**src/rtl/pong_input_pkg.sv**
```systemverilog
`default_nettype none
// +-----------------------------------------------------------------------------
// | Module      : pong_input_pkg
// | Description : Shared constants and width helper for the button input bank.
// |               SYNC_STAGES - depth of the per-channel metastability chain.
// |               clog2_max   - bits needed to hold max(a, b) inclusive.
// | Revision    : 1.0 - initial release
// +-----------------------------------------------------------------------------
package pong_input_pkg;

  localparam int SYNC_STAGES = 2;

  // Width of a counter that must be able to reach max(a, b).
  function automatic int clog2_max(input int a, input int b);
    return $clog2(((a > b) ? a : b) + 1);
  endfunction

endpackage
`default_nettype wire

```
**src/rtl/debounce_channel.sv**
```systemverilog
`default_nettype none
// +-----------------------------------------------------------------------------
// | Module      : debounce_channel
// | Description : One debounced button: synchroniser, run-length stability
// |               counter, registered press/release strobes and an optional
// |               auto-repeat strobe while the button is held.
// | Ports       : clk           - system clock
// |               reset         - synchronous, active-high reset
// |               button        - raw asynchronous button level
// |               debounced     - filtered level
// |               pressed       - one-cycle strobe on 0->1 of debounced
// |               released      - one-cycle strobe on 1->0 of debounced
// |               repeat_strobe - one-cycle auto-repeat strobe while held
// | Revision    : 1.0 - initial release
// +-----------------------------------------------------------------------------
module debounce_channel
  import pong_input_pkg::*;
#(
  parameter int STABLE_CYCLES = 8,
  parameter int REPEAT_DELAY  = 0,
  parameter int REPEAT_PERIOD = 1024
) (
  input  logic clk,
  input  logic reset,
  input  logic button,
  output logic debounced,
  output logic pressed,
  output logic released,
  output logic repeat_strobe
);

  localparam int              CNT_W    = $clog2(STABLE_CYCLES + 1);
  localparam logic [CNT_W-1:0] CNT_LAST = CNT_W'(STABLE_CYCLES - 1);
  localparam logic [CNT_W-1:0] CNT_ONE  = CNT_W'(1);

  logic [SYNC_STAGES-1:0] sync_q, sync_d;
  logic [CNT_W-1:0]       cnt_q, cnt_d;
  logic                   debounced_q, debounced_d;
  logic                   pressed_q, pressed_d;
  logic                   released_q, released_d;
  logic                   sync_s;

  assign sync_s = sync_q[SYNC_STAGES-1];

  // Any cycle that agrees with the current output restarts the run, so
  // disagreement has to be uninterrupted for STABLE_CYCLES cycles.
  always_comb begin
    sync_d      = {sync_q[SYNC_STAGES-2:0], button};
    cnt_d       = cnt_q;
    debounced_d = debounced_q;
    pressed_d   = 1'b0;
    released_d  = 1'b0;
    if (sync_s == debounced_q) begin
      cnt_d = '0;
    end else if (cnt_q == CNT_LAST) begin
      debounced_d = sync_s;
      cnt_d       = '0;
      pressed_d   = sync_s;
      released_d  = ~sync_s;
    end else begin
      cnt_d = cnt_q + CNT_ONE;
    end
  end

  always_ff @(posedge clk) begin
    if (reset) begin
      sync_q      <= '0;
      cnt_q       <= '0;
      debounced_q <= 1'b0;
      pressed_q   <= 1'b0;
      released_q  <= 1'b0;
    end else begin
      sync_q      <= sync_d;
      cnt_q       <= cnt_d;
      debounced_q <= debounced_d;
      pressed_q   <= pressed_d;
      released_q  <= released_d;
    end
  end

  assign debounced = debounced_q;
  assign pressed   = pressed_q;
  assign released  = released_q;

  generate
    if (REPEAT_DELAY > 0) begin : g_repeat
      localparam int HOLD_W = clog2_max(REPEAT_DELAY, REPEAT_PERIOD);

      logic [HOLD_W-1:0] hcnt_q, hcnt_d, hcnt_inc, hold_target;
      logic              phase_q, phase_d;   // 0: waiting for first repeat
      logic              repeat_q, repeat_d;

      // The counter restarts from zero after every strobe; the phase bit
      // selects whether the next target is the initial delay or the period.
      // It only runs when held both before and after this edge, so the press
      // edge clears it and the release edge never emits a strobe.
      always_comb begin
        hcnt_inc    = hcnt_q + HOLD_W'(1);
        hold_target = phase_q ? HOLD_W'(REPEAT_PERIOD) : HOLD_W'(REPEAT_DELAY);
        hcnt_d      = '0;
        phase_d     = 1'b0;
        repeat_d    = 1'b0;
        if (debounced_q && debounced_d) begin
          phase_d = phase_q;
          if (hcnt_inc == hold_target) begin
            hcnt_d   = '0;
            phase_d  = 1'b1;
            repeat_d = 1'b1;
          end else begin
            hcnt_d = hcnt_inc;
          end
        end
      end

      always_ff @(posedge clk) begin
        if (reset) begin
          hcnt_q   <= '0;
          phase_q  <= 1'b0;
          repeat_q <= 1'b0;
        end else begin
          hcnt_q   <= hcnt_d;
          phase_q  <= phase_d;
          repeat_q <= repeat_d;
        end
      end

      assign repeat_strobe = repeat_q;
    end else begin : g_no_repeat
      assign repeat_strobe = 1'b0;
    end
  endgenerate

endmodule
`default_nettype wire

```
**src/rtl/debounce_bank.sv**
```systemverilog
`default_nettype none
// +-----------------------------------------------------------------------------
// | Module      : debounce_bank
// | Description : Bank of CHANNELS independent button debouncers.
// | Ports       : clk           - system clock
// |               reset         - synchronous, active-high reset
// |               buttons       - raw asynchronous levels, bit i = channel i
// |               debounced     - filtered level per channel
// |               pressed       - one-cycle 0->1 strobe per channel
// |               released      - one-cycle 1->0 strobe per channel
// |               repeat_strobe - one-cycle auto-repeat strobe per channel
// | Revision    : 1.0 - initial release
// +-----------------------------------------------------------------------------
module debounce_bank
  import pong_input_pkg::*;
#(
  parameter int CHANNELS      = 4,
  parameter int STABLE_CYCLES = 8,
  parameter int REPEAT_DELAY  = 0,
  parameter int REPEAT_PERIOD = 1024
) (
  input  logic                clk,
  input  logic                reset,
  input  logic [CHANNELS-1:0] buttons,
  output logic [CHANNELS-1:0] debounced,
  output logic [CHANNELS-1:0] pressed,
  output logic [CHANNELS-1:0] released,
  output logic [CHANNELS-1:0] repeat_strobe
);

  generate
    for (genvar i = 0; i < CHANNELS; i++) begin : g_channel
      debounce_channel #(
        .STABLE_CYCLES (STABLE_CYCLES),
        .REPEAT_DELAY  (REPEAT_DELAY),
        .REPEAT_PERIOD (REPEAT_PERIOD)
      ) u_channel (
        .clk           (clk),
        .reset         (reset),
        .button        (buttons[i]),
        .debounced     (debounced[i]),
        .pressed       (pressed[i]),
        .released      (released[i]),
        .repeat_strobe (repeat_strobe[i])
      );
    end
  endgenerate

endmodule
`default_nettype wire

```
**config.mk**
```make
export PLATFORM = sky130hd
export DESIGN_NAME = debounce_bank
export DESIGN_NICKNAME = d
export VERILOG_FILES = /design/src/rtl/pong_input_pkg.sv /design/src/rtl/debounce_channel.sv /design/src/rtl/debounce_bank.sv
export SDC_FILE = /design/constraint.sdc
export NUM_CORES = 1
export LEC_CHECK = 0
export ABC_CLOCK_PERIOD_IN_PS = 1600
export CAP_MARGIN = 15
export CORE_MARGIN = 3
export CORE_UTILIZATION = 51
export DETAILED_ROUTE_END_ITERATION = 10
export PLACE_DENSITY_LB_ADDON = 0.2
export SYNTH_ARGS = -nofsm -noshare
export SYNTH_HDL_FRONTEND = slang
export SYNTH_SLANG_ARGS = --single-unit
```
**constraint.sdc**
```tcl
create_clock -name clk -period 1.6 [get_ports clk]
set_input_delay 0.24 -clock clk [delete_from_list [all_inputs] [get_ports clk]]
set_output_delay 0.24 -clock clk [all_outputs]
set_load 0.1 [all_outputs]
```
# After elaboration in Yosys (flattened, before gate mapping)

Cells that the tools add are included.

Input bits: 6
Word-level logic and storage cells: 56
Bits in writable memories: 0
Latch bits: 0
Register bits: 36
Bits in read-only memories: 0
Memories kept: 0

Add/sub/neg operators: 4
Equal/unequal tests: 8
Shift-type cells: 0
Multiplexer cells: 0
$lt $le $gt $ge: 0
Reduce and logical (&&, ||, !) cells: 12
Multiply operators: 0
Divide/modulo/power cells: 0
Bitwise logic cells: 12

Operators by type and width:

| operator                                                              | count |
|---|---|
| 3-bit OR reduction                                                    | 8 |
| 4-bit by 1-bit adder with 4-bit output, second input constant         | 4 |
| 4-bit by 3-bit equality test with 1-bit output, second input constant | 4 |
| 1-bit NOT                                                             | 12 |
| 2-bit AND reduction                                                   | 4 |
| 1-bit equality test                                                   | 4 |

# Longest topological paths before layout

Depth after elaboration: 3
Gate-level depth with buffers: 4
Mapped depth without buffers: 4

# By module

From an unflattened synthesis, not the netlist that was laid out.

Cell total of the unflattened synthesis: 120
Area, all modules: 1321.3 µm²

Modules (own cells, without submodules):

| module           | instances | sequential area each (µm²) | cells an instance | area an instance (µm²) |
|---|---|---|---|---|
| debounce_channel | 4         | 180.2                      | 30                | 330.3 |

# Worst setup path before layout

OpenSTA, ideal clock, no wires.

Path kind: register to register
Start: register g_channel[3].u_channel.cnt_q[0]
End: register g_channel[3].u_channel.cnt_q[3]
Arrival: 1137 ps
Data required time: 1536 ps
Stages on the path, launching flop included: 5
Slack: 399 ps
Period minus slack after synthesis: 1201 ps
Path through: dfxtp_1 -> ha_1 -> nand3b_1 -> or3b_1 -> nor2_1

Longest elaborated chain between the ends: 2

RTL lines:

| element                                                                        | line                   | text |
|---|---|---|
| start: declaration                                                             | debounce_channel.sv:37 | `logic [CNT_W-1:0] cnt_q, cnt_d;` |
| start signal: assignment                                                       | debounce_channel.sv:74 | `cnt_q <= cnt_d;` |
| branches (longest 2 deep; another with 4-bit by 1-bit adder with 4-bit output) | --                     |  |

Several ways; the timed one is not identified.
A chain may end at the register's enable or synchronous reset.

# Final worst setup path

Start: register g_channel[1].u_channel.cnt_q[0]
End: register g_channel[1].u_channel.cnt_q[3]

Longest elaborated chain between the ends: 2

RTL lines:

| element                                                                        | line |
|---|---|
| start: declaration                                                             | debounce_channel.sv:37 |
| start signal: assignment                                                       | debounce_channel.sv:74 |
| branches (longest 2 deep; another with 4-bit by 1-bit adder with 4-bit output) | -- |

Several ways; the timed one is not identified.

==> metrics.md <==
| Metric | Value |
|---|---|
| Switching Share | `20.7%` |
| Longest Clk Path Bufs | `2` |
| Htree depth | `2` |
| Crit path DAT | `1.63 ns` |
| Pwr dens | `1020 mW/mm2` |
| RSZ-0062 raised after global routing | `false` |
| Largest net degree at the start of global routing | `12` |
| Via count | `840` |
| Post-synth cell types | `17` |
| PortBufs | `17` |
| WS Path Type | `register to register` |
| Die ar. | `0.00329 mm2` |
| Dominant cell type by area after synthesis | `dfxtp_1` |
| Ys async rst share | `0%` |
| Share of the synthesized area in the top cell type | `53.5%` |
| # IOs | `22` |
| Mapped Cells | `128` |
| WHS | `0.451 ns` |
| Post-DR vias/cell | `4.97` |
| Peak supply drop | `0.000800 V` |
| Initial antenna violation count | `0` |
| Max-slew violations | `0` |
| Number of synthesized flops with an enable pin | `0` |
| Tot GR Track Use | `14.2%` |
| Tmin final | `1.36 ns` |
| Max Freq | `737 MHz` |
| Hold/Removal Path Class | `input port to register` |
| # rows | `17` |
| Worst-path clk slew | `0.11 ns` |
| Clk_skew | `0.0172 ns` |
| Cts hold-fix bufs | `0` |
| Final Net Count | `150` |
| Syn. warnings | `0` |
| Setup TNS Final | `0 ns` |
| Cell internal pwr | `1350 uW` |
| Yosys reg bits | `36` |
| Synth cell count leaders | `dfxtp_1, buf_4, nor2_1` |
| Layout cells sized above 1 | `16.3%` |
| Die Y | `57.4 um` |
| Setup WS post-layout | `0.244 ns` |
| Pre-antenna DRT Iters | `4` |
| Pwr Total | `1700 uW` |
| Outcome | `finished, final reports clean` |
| First-pass GRT wire length | `3550 um` |
| Worst-Skew Late Latency | `0.33 ns` |
| Comb pwr share | `5.1%` |
| Ys flop type | `dfxtp_1` |
| Tcrit/Tclk final | `84.8%` |
| Grt ovf | `0` |
| Gp weighted congestion | `0.677` |
| Starting density of the core | `57.0%` |
| Hold violation count in the final report | `0` |
| Max capacitance violation total | `0` |
| Synth top area cells | `dfxtp_1, buf_4, nor4b_1` |
| Register area share after synthesis | `53.5%` |
| Routed WL per cell | `11.8 um` |
| Core region area | `0.00236 mm2` |
| Sequential fraction of design power | `53.9%` |
| Drt total wl | `2000 um` |
| CTS resizes | `0` |
| Setup violators final | `0` |
| Required time of the critical path | `1.87 ns` |
| Fin area | `0.00167 mm2` |
| Worst Setup End Kind | `register` |
| Syn Area/Cell | `10.5 um2` |
| Clock sink count | `36` |
| Post-DP Area | `0.00158 mm2` |
| Reg2reg setup slack | `0.24 ns` |
| P_sw | `351 uW` |
| Remaining DRCs | `0` |
| Root Driver | `clkbuf_4` |
| Post-CTS setup buffers | `0` |
| Setup crit start | `g_channel[1].u_channel.cnt_q[0]` |
| Area Overhead vs Synth | `24.3%` |
| Die Wd | `57.4 um` |
| Number of global-route vias before repair | `825` |
| 1st-iter DRT viols | `14` |
| Most common cell in the netlist | `dfxtp_1` |
| Cts bufs inserted | `5` |
| Clock power share | `41.0%` |
| Setup crit end | `g_channel[1].u_channel.cnt_q[3]` |
| LEAKAGE | `0.000704 uW` |
| Setup WS pre-CTS | `0.161 ns` |
| Worst Setup Start Kind | `register` |
| R2R Path Start | `g_channel[1].u_channel.cnt_q[0]` |
| Synthesized cell area | `0.00135 mm2` |
| Post-DRT Antenna Nets | `0` |
| Critical Path Fanout Max | `4` |
| Worst r2r dst | `g_channel[1].u_channel.cnt_q[3]` |
| # diodes | `0` |
| Worst reg2reg path depth | `4` |
| HPWL Detailed | `1480 um` |
| TritonCTS clock tree | `done` |
-- per-layer routing --
layer  part of all wire (%)  up-vias  track usage (%)
met2                     45       22             21.5
met5                      0        -                0
li1                       -      425                -
met4                    2.0        0             8.94
met3                    5.7        5             5.43
met1                     47      388             16.9
-- per-stage QoR --
stage                     utilization, %  cells
after floorplan                        -    131
after global placement              66.8    161
after detailed placement            66.8    161
after CTS                           70.9    169
after global routing                70.9    169
final                               70.9    169
-- power by group through the flow --
| stage | registers [uW] | logic (uW) | clock network (uW) |
|---|---|---|---|
| after global placement | 936 | 85.5 | 0 |
| after global routing | 918 | 93.4 | 753 |
| after CTS | 916 | 87.8 | 713 |
| final | 916 | 87.5 | 697 |
| after floorplan | 935 | 71.7 | 0 |
| after detailed placement | 936 | 87.5 | 0 |
-- area by class of cell --
| cell class | instances | area [um2] |
|---|---|---|
| clock inverter | 1 | 30.0 |
| inverter | 5 | 18.8 |
| fill | 177 | 688 |
| clock buffer | 7 | 65.1 |
| tap | 28 | 35.0 |
| timing repair buffer | 20 | 313 |
| sequential | 36 | 721 |
| multi-input combinational | 72 | 490 |
-- cells in the final DEF (no fill, tap or decap) --
master / instances
and3_1: 2
buf_4: 3
inv_1: 5
buf_12: 12
mux2i_1: 4
nor4b_1: 8
nor2b_1: 8
nor2_1: 16
clkbuf_8: 2
clkdlybuf4s50_1: 5
xnor2_1: 4
nand3b_1: 4
nor3_1: 2
conb_1: 4
ha_1: 4
xor2_1: 8
clkbuf_4: 5
dfxtp_1: 36
bufinv_16: 1
or3b_1: 2
nand3_1: 6
-- state kept, by name, indices dropped and copies added, names as in the netlist --
signal / cells
g_channel.u_channel.sync_q: 8
g_channel.u_channel.cnt_q: 16
g_channel.u_channel.released: 4
g_channel.u_channel.pressed: 4
g_channel.u_channel.debounced: 4
-- cells by family after synthesis --
kind of cell               Yosys count  share of synthesized area [%]
muxes                                4                           2.97
adders and majority gates            4                           3.72
buffers and inverters               23                           10.9
other                                1                          0.279
xor gates and xnor gates            12                           7.81
and+or+nand+nor                     48                           20.8
DFF                                 36                           53.5
-- worst max-delay path: stages (launching register included) --
cell and delay, ns:
dfxtp_1 0.34, ha_1 0.23, nand3b_1 0.19, or3b_1 0.43, nor2_1 0.13
-- worst min-delay path by stage --
| stage | from | endpoint | depth (start not counted) |
|---|---|---|---|
| 6_report | buttons[0] | g_channel[0].u_channel.sync_q[0] | 2 |
| 5_1_grt | buttons[2] | g_channel[2].u_channel.sync_q[0] | 2 |
| 4_1_cts | buttons[2] | g_channel[2].u_channel.sync_q[0] | 2 |
| 3_5_place_dp | g_channel[2].u_channel.sync_q[0] | g_channel[2].u_channel.sync_q[1] | 1 |
| 3_3_place_gp | g_channel[3].u_channel.sync_q[0] | g_channel[3].u_channel.sync_q[1] | 1 |
| 2_1_floorplan | reset | g_channel[1].u_channel.sync_q[1] | 1 |
Note: power is estimated with default switching activity, not from simulation.
